==> src/rtl/pwm_multimode_core.sv <==
// Multi-channel PWM core with a shared prescaler and per-channel edge/centre-aligned counters.
// Period, duty and mode are shadowed and only reload at a cycle boundary.
module pwm_multimode_core #(
    parameter int unsigned NUM_CHANNELS    = 4,
    parameter int unsigned REG_WIDTH       = 16,
    parameter int unsigned PRESCALER_WIDTH = 16
) (
    input  logic                                    i_clk,
    input  logic                                    i_resetn,
    input  logic                                    i_enable,
    input  logic [PRESCALER_WIDTH-1:0]              i_prescale,
    input  logic [NUM_CHANNELS-1:0]                 i_ch_enable,
    input  logic [NUM_CHANNELS-1:0]                 i_center,
    input  logic [NUM_CHANNELS-1:0]                 i_polarity,
    input  logic [NUM_CHANNELS-1:0][REG_WIDTH-1:0]  i_period,
    input  logic [NUM_CHANNELS-1:0][REG_WIDTH-1:0]  i_duty,
    output logic [NUM_CHANNELS-1:0]                 o_pwm,
    output logic [NUM_CHANNELS-1:0]                 o_cycle_done
);

    typedef enum logic {DirUp, DirDown} dir_e;

    localparam logic [REG_WIDTH-1:0]       One    = REG_WIDTH'(1);
    localparam logic [PRESCALER_WIDTH-1:0] PreOne = PRESCALER_WIDTH'(1);

    logic [PRESCALER_WIDTH-1:0] pre_cnt_q, pre_cnt_d;
    logic                       tick_q, tick_d;

    logic [NUM_CHANNELS-1:0][REG_WIDTH-1:0] cnt_q, cnt_d;
    logic [NUM_CHANNELS-1:0][REG_WIDTH-1:0] period_sh_q, period_sh_d;
    logic [NUM_CHANNELS-1:0][REG_WIDTH-1:0] duty_sh_q, duty_sh_d;
    logic [NUM_CHANNELS-1:0]                center_sh_q, center_sh_d;
    dir_e                                   dir_q [NUM_CHANNELS];
    dir_e                                   dir_d [NUM_CHANNELS];
    logic [NUM_CHANNELS-1:0]                active;
    logic [NUM_CHANNELS-1:0]                done_d;
    logic [NUM_CHANNELS-1:0]                pwm_d;

    // Prescaler: the >= compare lets a lowered prescale value take effect mid-count.
    always_comb begin
        pre_cnt_d = pre_cnt_q;
        tick_d    = 1'b0;
        if (!i_enable) begin
            pre_cnt_d = '0;
        end else if (pre_cnt_q >= i_prescale) begin
            pre_cnt_d = '0;
            tick_d    = 1'b1;
        end else begin
            pre_cnt_d = pre_cnt_q + PreOne;
        end
    end

    always_ff @(posedge i_clk or negedge i_resetn) begin
        if (!i_resetn) begin
            pre_cnt_q <= '0;
            tick_q    <= 1'b0;
        end else begin
            pre_cnt_q <= pre_cnt_d;
            tick_q    <= tick_d;
        end
    end

    always_comb begin
        for (int i = 0; i < NUM_CHANNELS; i++) begin
            cnt_d[i]       = cnt_q[i];
            dir_d[i]       = dir_q[i];
            period_sh_d[i] = period_sh_q[i];
            duty_sh_d[i]   = duty_sh_q[i];
            center_sh_d[i] = center_sh_q[i];
            done_d[i]      = 1'b0;
            active[i]      = i_enable & i_ch_enable[i];

            if (!active[i]) begin
                // Idle channels track the inputs so an enable starts with current settings.
                cnt_d[i]       = '0;
                dir_d[i]       = DirUp;
                period_sh_d[i] = i_period[i];
                duty_sh_d[i]   = i_duty[i];
                center_sh_d[i] = i_center[i];
            end else if (tick_q) begin
                if (!center_sh_q[i] || (period_sh_q[i] == '0)) begin
                    cnt_d[i] = (cnt_q[i] >= period_sh_q[i]) ? '0 : cnt_q[i] + One;
                end else if (dir_q[i] == DirUp) begin
                    if (cnt_q[i] >= period_sh_q[i]) begin
                        if (period_sh_q[i] == One) begin
                            cnt_d[i] = '0;
                        end else begin
                            cnt_d[i] = period_sh_q[i] - One;
                            dir_d[i] = DirDown;
                        end
                    end else begin
                        cnt_d[i] = cnt_q[i] + One;
                    end
                end else begin
                    if (cnt_q[i] <= One) begin
                        cnt_d[i] = '0;
                        dir_d[i] = DirUp;
                    end else begin
                        cnt_d[i] = cnt_q[i] - One;
                    end
                end

                // Cycle boundary: counter returns to zero on this tick.
                if (cnt_d[i] == '0) begin
                    dir_d[i]       = DirUp;
                    period_sh_d[i] = i_period[i];
                    duty_sh_d[i]   = i_duty[i];
                    center_sh_d[i] = i_center[i];
                    done_d[i]      = 1'b1;
                end
            end

            pwm_d[i] = (active[i] & (cnt_q[i] < duty_sh_q[i])) ^ i_polarity[i];
        end
    end

    always_ff @(posedge i_clk or negedge i_resetn) begin
        if (!i_resetn) begin
            cnt_q        <= '0;
            period_sh_q  <= '0;
            duty_sh_q    <= '0;
            center_sh_q  <= '0;
            o_pwm        <= '0;
            o_cycle_done <= '0;
            for (int i = 0; i < NUM_CHANNELS; i++) begin
                dir_q[i] <= DirUp;
            end
        end else begin
            cnt_q        <= cnt_d;
            period_sh_q  <= period_sh_d;
            duty_sh_q    <= duty_sh_d;
            center_sh_q  <= center_sh_d;
            o_pwm        <= pwm_d;
            o_cycle_done <= done_d;
            for (int i = 0; i < NUM_CHANNELS; i++) begin
                dir_q[i] <= dir_d[i];
            end
        end
    end

endmodule

==> config.mk <==
export PLATFORM = sky130hd
export DESIGN_NAME = pwm_multimode_core
export DESIGN_NICKNAME = d
export VERILOG_FILES = /design/src/rtl/pwm_multimode_core.sv
export SDC_FILE = /design/constraint.sdc
export NUM_CORES = 1
export LEC_CHECK = 0
export BUFFER_PORTS_ARGS = -buffer_cell sky130_fd_sc_hd__buf_2
export CAP_MARGIN = 5
export CELL_PAD_IN_SITES_DETAIL_PLACEMENT = 0
export CELL_PAD_IN_SITES_GLOBAL_PLACEMENT = 1
export CORE_ASPECT_RATIO = 1.75
export CORE_MARGIN = 4
export CORE_UTILIZATION = 48
export CTS_BUF_LIST = sky130_fd_sc_hd__clkbuf_4 sky130_fd_sc_hd__clkbuf_8
export DETAILED_ROUTE_END_ITERATION = 10
export HOLD_SLACK_MARGIN = 0.06
export PLACE_DENSITY = 0.95
export SLEW_MARGIN = 0
export SYNTH_ARGS = -nofsm -noshare
export SYNTH_HDL_FRONTEND = slang
export SYNTH_SLANG_ARGS = --single-unit
==> constraint.sdc <==
create_clock -name i_clk -period 5.2 [get_ports i_clk]
set_input_delay 0.26 -clock i_clk [delete_from_list [all_inputs] [get_ports i_clk]]
set_output_delay 0.26 -clock i_clk [all_outputs]
set_load 0.005 [all_outputs]
==> flow_summary.toml, run 1 <==
[synthesis]
synthMuxAreaShare = 0.0984
postSynthAreaPerCell_um2 = 8.81
yosys_warnings = 0
synth_fa_ha_area_frac = 0.113
synth_top_cell_area_share = 0.309
synth_top_family_by_area = "simple AND/OR/NAND/NOR gates"
synth-edff-count = 0
async_reset_ff_frac = 1.00
synth_flop_cell = "dfrtp_1"
synthXorXnorAreaFrac = 0.0740
syn_inst = 2069
synth_seq_cells = 225
syn_nets = 2393
ys_types = 86
synth-compound-area-share = 0.153
synth.area.top_cells = "dfrtp_1 31%, ha_1 11%, xnor2_1 4.5%"
yosys.area_share.simple = 0.190
synth_area_um2 = 18200
synth.yosys.seq_area_share = 0.309
synth_top_area_cell = "dfrtp_1"

[clock_network]
cts_tree = "built"
cts_sinks = 225
cts-root-buf = "clkbuf_8"
clk_path_buf_depth = 3
clkLatencyLatePin_ps = 570
clkTransAtPathRegs_ps = 70
cts-htree-levels = 2
cts_made_buffers = 38
cts.repair.resized = 0

[floorplanning]
start_util = 0.486
io_pins = 167
die_height_um = 266
rows = 94
dieArea_um2 = 41300
core_area_um2 = 37500
fp.dieW_um = 155

[placed_design]
dp_slack_ps = 448
io_buffers = 166
hpwl_mm = 41.1
gp_congestion = 0.985

[worst_setup_path]
worst-r2r-cell-count = 13
worst-path-max-fanout = 34
worstPathRequired_ps = 5650
crit_arrival_ps = 5310
startpoint_type = "flop"
end_kind = "flop"
path_delay_family = "compound AO/OA/AOI/OAI gates"
path_cells = "inv_1 > ha_1 > nand2b_1 > a2111oi_0 > o32a_1 > and3_1 > mux2_2 > a2111oi_0 > nand4_1 > nor3_1 > a21o_1 > buf_4 > mux2_2"
cp.depth = 13
criticalPathCategory = "reg -> reg"
crit_buf_inv = 2
cp_slowest_cell = "a2111oi_0"
critical_path.max_stage_delay_ps = 570

[drt]
via_count = 17300
drtIter0Drc = 1378
wl_mm = 57.8
avgViaCountPerCell = 6.06
drtAntennaViolNets = 0
first_pass_iters = 6
wire_per_inst_um = 20.3
drc = 0

[power_and_ir_drop]
p_per_area_nw_per_um2 = 203
combPwrFrac = 0.151
swShare = 0.281
p_int_mw = 3.17
vdd_drop_max_mv = 0.230
power.leakage_nw = 10.3
clockPowerShare = 0.408
power.switching_mw = 1.24
p_seq_frac = 0.441

[timing]
hold_viol_final = 0
setup-violations-final = 0
fin_setup_tns_ps = 0
max_freq_mhz = 206
tightest_slew_ps = 983
rsz0062_at_grt = "false"
timing.final.ws_setup_ps = 338
finalCriticalPeriod_ps = 4860
finalMaxSlewViolations = 0
relSlewSlack = 0.343
post-route-period-util = 0.935
worst_clock_skew_ps = 18.1
timing.hold.ws_ps = 143

[layout]
final_util = 0.579
layout.nets = 2665
drive_above_1_share = 0.166
final_common_cell = "dfrtp_1"
final_cell_mix = "224 x dfrtp_1, 191 x nor2_1, 167 x inv_1, 165 x ha_1, 165 x buf_2"
area_growth_pct = 19.3

[grt]
grt_start_max_net_pins = 127
grt_use_total = 0.274
grt_pass1_vias = 17900
antenna_found_initial = 2
grt_pass1_wl_mm = 92.0
overflow = 0

[worst_hold_path]
hold_class = "in -> reg"
min_path_cells = 2

[job]
drv_cap = 0

[status]
status = "finished clean"
-- kinds of logic (layout without fill, tap and decap cells) --
family                   count (synthesis)  in the layout
AO/OA/AOI/OAI                          415            415
XOR/XNOR                               154            154
adder cells (fa/ha/maj)                165            165
buffers and inverters                  283            582
flip-flops                             225            225
multiplexers                           151            151
other                                    0              3
AND/OR/NAND/NOR                        676            676
-- worst register-to-register path: stages, from the launching register on --
cell and delay [ps]:
dfrtp_1 490, inv_1 170, ha_1 310, nand2b_1 130, a2111oi_0 570, o32a_1 280
and3_1 520, mux2_2 430, a2111oi_0 350, nand4_1 240, nor3_1 260, a21o_1 170
buf_4 390, mux2_2 420
-- state kept, by name (all words and copies together) (netlist names) --
name	flops
cnt_q	64
period_sh_q	64
center_sh_q	4
o_cycle_done	4
dir_q	4
o_pwm	4
pre_cnt_q	16
tick_q	1
duty_sh_q	64
-- area by class of cell --
cell class | count | area, um2
clock buffers | 51 | 671
fillers | 3198 | 15800
diodes | 3 | 7.51
well taps | 480 | 601
clock inverters | 16 | 164
flip-flops and latches | 225 | 5630
multi-input cells | 1561 | 11500
repair buffers | 347 | 2570
inverters | 168 | 631
-- path summary, 6_finish.rpt --
kind                                          start                          to  slack (ps)
setup / recovery               cnt_q[0]$_DFFE_PN0P_  period_sh_q[2]$_DFFE_PN0P_         340
hold / removal                             i_enable            tick_q$_DFF_PN0_         140
setup reg to reg               cnt_q[0]$_DFFE_PN0P_  period_sh_q[2]$_DFFE_PN0P_         340
hold reg to reg            duty_sh_q[4]$_DFFE_PN0P_    duty_sh_q[4]$_DFFE_PN0P_         490
max in group asynchronous                  i_resetn            tick_q$_DFF_PN0_        3640
min in group asynchronous                  i_resetn   duty_sh_q[56]$_DFFE_PN0P_         300
-- power groups by stage --
| stage | Sequential (mW) | Clock [mW] | Combinational [mW] |
|---|---|---|---|
| after floorplan | 1.94 | 0 | 0.367 |
| after global placement | 1.96 | 0 | 0.553 |
| after detailed placement | 1.97 | 0 | 0.575 |
| after CTS | 1.94 | 1.85 | 0.659 |
| after global routing | 1.95 | 1.91 | 0.737 |
| final | 1.94 | 1.80 | 0.665 |
-- through the flow --
step                      std cells  power, mW  area, um2
after global routing           2850       4.60      21700
after CTS                      2848       4.45      21700
after detailed placement       2644       2.54      19500
final                          2851       4.41      21700
after global placement         2644       2.52      19500
after floorplan                2069       2.31      18200
-- per-layer routing --
metal / up-vias / share of wire / GRT usage
met1: 8236 / 0.36 / 0.298
met4: 0 / 0.073 / 0.178
met2: 769 / 0.51 / 0.494
met3: 266 / 0.054 / 0.0336
met5: - / 0 / 0
li1: 8018 / - / -
-- repair_timing --
item / 4_1_cts / 5_1_grt
buffers inserted: 0 / 0
endpoints found under the hold margin: 235 / 0
hold buffers: 137 / 0
-- Yosys cell counts, drive strengths merged, types with 12 or more instances --
library cell	n
nand2	102
o31ai	12
a31oi	17
inv	167
dfrtp	225
or3	19
o21ai	80
mux2	135
nor3	80
buf	25
clkbuf	90
a21o	34
a211oi	41
nand4	38
o22ai	15
and3	31
nand3	81
and4	14
xor2	60
mux2i	16
xnor2	94
nor2	191
nor4	49
a21oi	103
or4	12
o211ai	15
ha	165
nand2b	15
Power figures use the tool's default switching activity.
==> inputs of run 2 (changes only) <==
--- a/config.mk
+++ b/config.mk
@@ -11,7 +11,7 @@
 export CELL_PAD_IN_SITES_GLOBAL_PLACEMENT = 1
 export CORE_ASPECT_RATIO = 1.75
 export CORE_MARGIN = 4
-export CORE_UTILIZATION = 48
+export CORE_UTILIZATION = 52
 export CTS_BUF_LIST = sky130_fd_sc_hd__clkbuf_4 sky130_fd_sc_hd__clkbuf_8
 export DETAILED_ROUTE_END_ITERATION = 10
 export HOLD_SLACK_MARGIN = 0.06
==> constraint.sdc (replaced) <==
create_clock -name i_clk -period 6.1 [get_ports i_clk]
set_input_delay 0.305 -clock i_clk [delete_from_list [all_inputs] [get_ports i_clk]]
set_output_delay 0.305 -clock i_clk [all_outputs]
set_load 0.005 [all_outputs]
==> flow_summary.toml, run 2 (synthesis results as in run 1) <==
[job]
drv_cap = 0

[layout]
final_common_cell = "dfrtp_1"
final_cells = 2804
final_cell_mix = "224 x dfrtp_1, 191 x nor2_1, 167 x inv_1, 165 x ha_1, 165 x buf_2"
final_area_um2 = 21500
fillers = 2863
top_regs = "cnt_q: 64 flops, duty_sh_q: 64 flops, period_sh_q: 64 flops"
layout.nets = 2642
drive_above_1_share = 0.157
area_growth_pct = 18.1

[grt]
grt_start_max_net_pins = 165
grt_use_total = 0.290
grt_pass1_wl_mm = 90.3
grt_pass1_vias = 17500
antenna_found_initial = 1
overflow = 0

[drt]
first_pass_iters = 5
wl_mm = 56.2
via_count = 17000
drtIter0Drc = 1186
drtAntennaViolNets = 0
avgViaCountPerCell = 6.06
wire_per_inst_um = 20.0
drc = 0

[floorplanning]
die_height_um = 256
core_area_um2 = 34600
start_util = 0.527
fp.dieW_um = 150
dieArea_um2 = 38200
io_pins = 167
rows = 90

[placed_design]
io_buffers = 166
placed_cell_area_um2 = 19300
hpwl_mm = 39.6
dp.cells = 2602
gp_congestion = 1.02

[clock_network]
cts_made_buffers = 37
cts-htree-levels = 2
clk_path_buf_depth = 3
clkTransAtPathRegs_ps = 60
cts_setup_buffers = 0
cts-root-buf = "clkbuf_8"
cts_sinks = 225
cts_tree = "built"
clkLatencyLatePin_ps = 570

[worst_setup_path]
worst-path-max-fanout = 34
path_cells = "inv_1 > ha_1 > nand2b_1 > a2111oi_0 > o32a_1 > and3_1 > mux2_2 > a2111oi_0 > nand4_1 > nor3_1 > a21o_1 > buf_4 > mux2_2"
reg2reg_from = "cnt_q[0]$_DFFE_PN0P_"
startpoint_type = "flop"
end_kind = "flop"
criticalPathCategory = "reg -> reg"
crit_arrival_ps = 5150
cp_slowest_cell = "a2111oi_0"
critical_path.max_stage_delay_ps = 550
cp-startpoint = "cnt_q[0]$_DFFE_PN0P_"
crit_buf_inv = 2
path_delay_family = "compound AO/OA/AOI/OAI gates"
worstPathRequired_ps = 6540

[power_and_ir_drop]
p_per_area_nw_per_um2 = 173
vdd_drop_max_mv = 0.237
power.leakage_nw = 10.2

[timing]
finalMaxSlewViolations = 0
tightest_slew_ps = 1100
setup-violations-final = 0
rsz0062_at_grt = "false"
hold_viol_final = 0
finalCriticalPeriod_ps = 4720
worst_clock_skew_ps = 20.1
fin_setup_tns_ps = 0
post-route-period-util = 0.773
timing.hold.ws_ps = 176
relSlewSlack = 0.266
max_freq_mhz = 212

[status]
status = "finished clean"

[worst_hold_path]
hold_start = "i_ch_enable[1]"
hold_class = "in -> reg"
[run 2: what timing repair did]
item                      4_1_cts  5_1_grt
hold buffers                  137        0
gates resized for setup         0        0
hold endpoints to repair      197        0
[run 2: worst reg2reg max path: stages, from the launching register on]
cell and delay [ps]:
dfrtp_1 510, inv_1 170, ha_1 310, nand2b_1 140, a2111oi_0 550, o32a_1 290
and3_1 520, mux2_2 420, a2111oi_0 360, nand4_1 170, nor3_1 220, a21o_1 150
buf_4 400, mux2_2 410
[run 2: final timing paths]
path                                                    end  slack (ps)  cells past startpoint
worst max-delay path             period_sh_q[9]$_DFFE_PN0P_        1380                     13
worst min-delay path                  cnt_q[22]$_DFFE_PN0P_         180                      4
worst max register to register   period_sh_q[9]$_DFFE_PN0P_        1380                     13
worst min register to register     duty_sh_q[4]$_DFFE_PN0P_         490                      1
max in group asynchronous       period_sh_q[48]$_DFFE_PN0P_        4530                      3
min in group asynchronous        center_sh_q[1]$_DFFE_PN0P_         260                      2
[run 2: per-stage QoR]
step                      power (mW)   util  worst slack [ps]
after detailed placement        2.16  0.559              1410
final                           3.73  0.622              1380
after CTS                       3.76  0.622              1400
after global routing            3.90  0.622              1030
after global placement          2.14  0.559              1450
after floorplan                 1.96      -              2330
[run 2: cell type report]
| class | instances | area [um2] | area share |
|---|---|---|---|
| antenna | 1 | 2.50 | 0.000116 |
| clock inverter | 9 | 129 | 0.00599 |
| multi-input combinational | 1561 | 11500 | 0.533 |
| timing repair buffer | 325 | 2390 | 0.111 |
| inverter | 168 | 631 | 0.0293 |
| sequential | 225 | 5630 | 0.262 |
| tap | 460 | 576 | 0.0267 |
| clock buffer | 55 | 694 | 0.0323 |
[run 2: where the power goes]
group / switching, mW / internal [mW] / total (mW) / leakage, nW
Combinational: 0.275 / 0.279 / 0.554 / 6.96
Sequential: 0.0822 / 1.57 / 1.65 / 2.82
Clock: 0.664 / 0.857 / 1.52 / 0.428
[run 2: layer usage]
| layer | track usage | wire [um] | share of wire | vias to the layer above |
|---|---|---|---|---|
| li1 | - | - | - | 7956 |
| met1 | 0.327 | 21100 | 0.38 | 8198 |
| met2 | 0.525 | 29000 | 0.52 | 645 |
| met3 | 0.0338 | 2680 | 0.048 | 203 |
| met4 | 0.154 | 3390 | 0.060 | 0 |
| met5 | 0 | 0 | 0 | - |
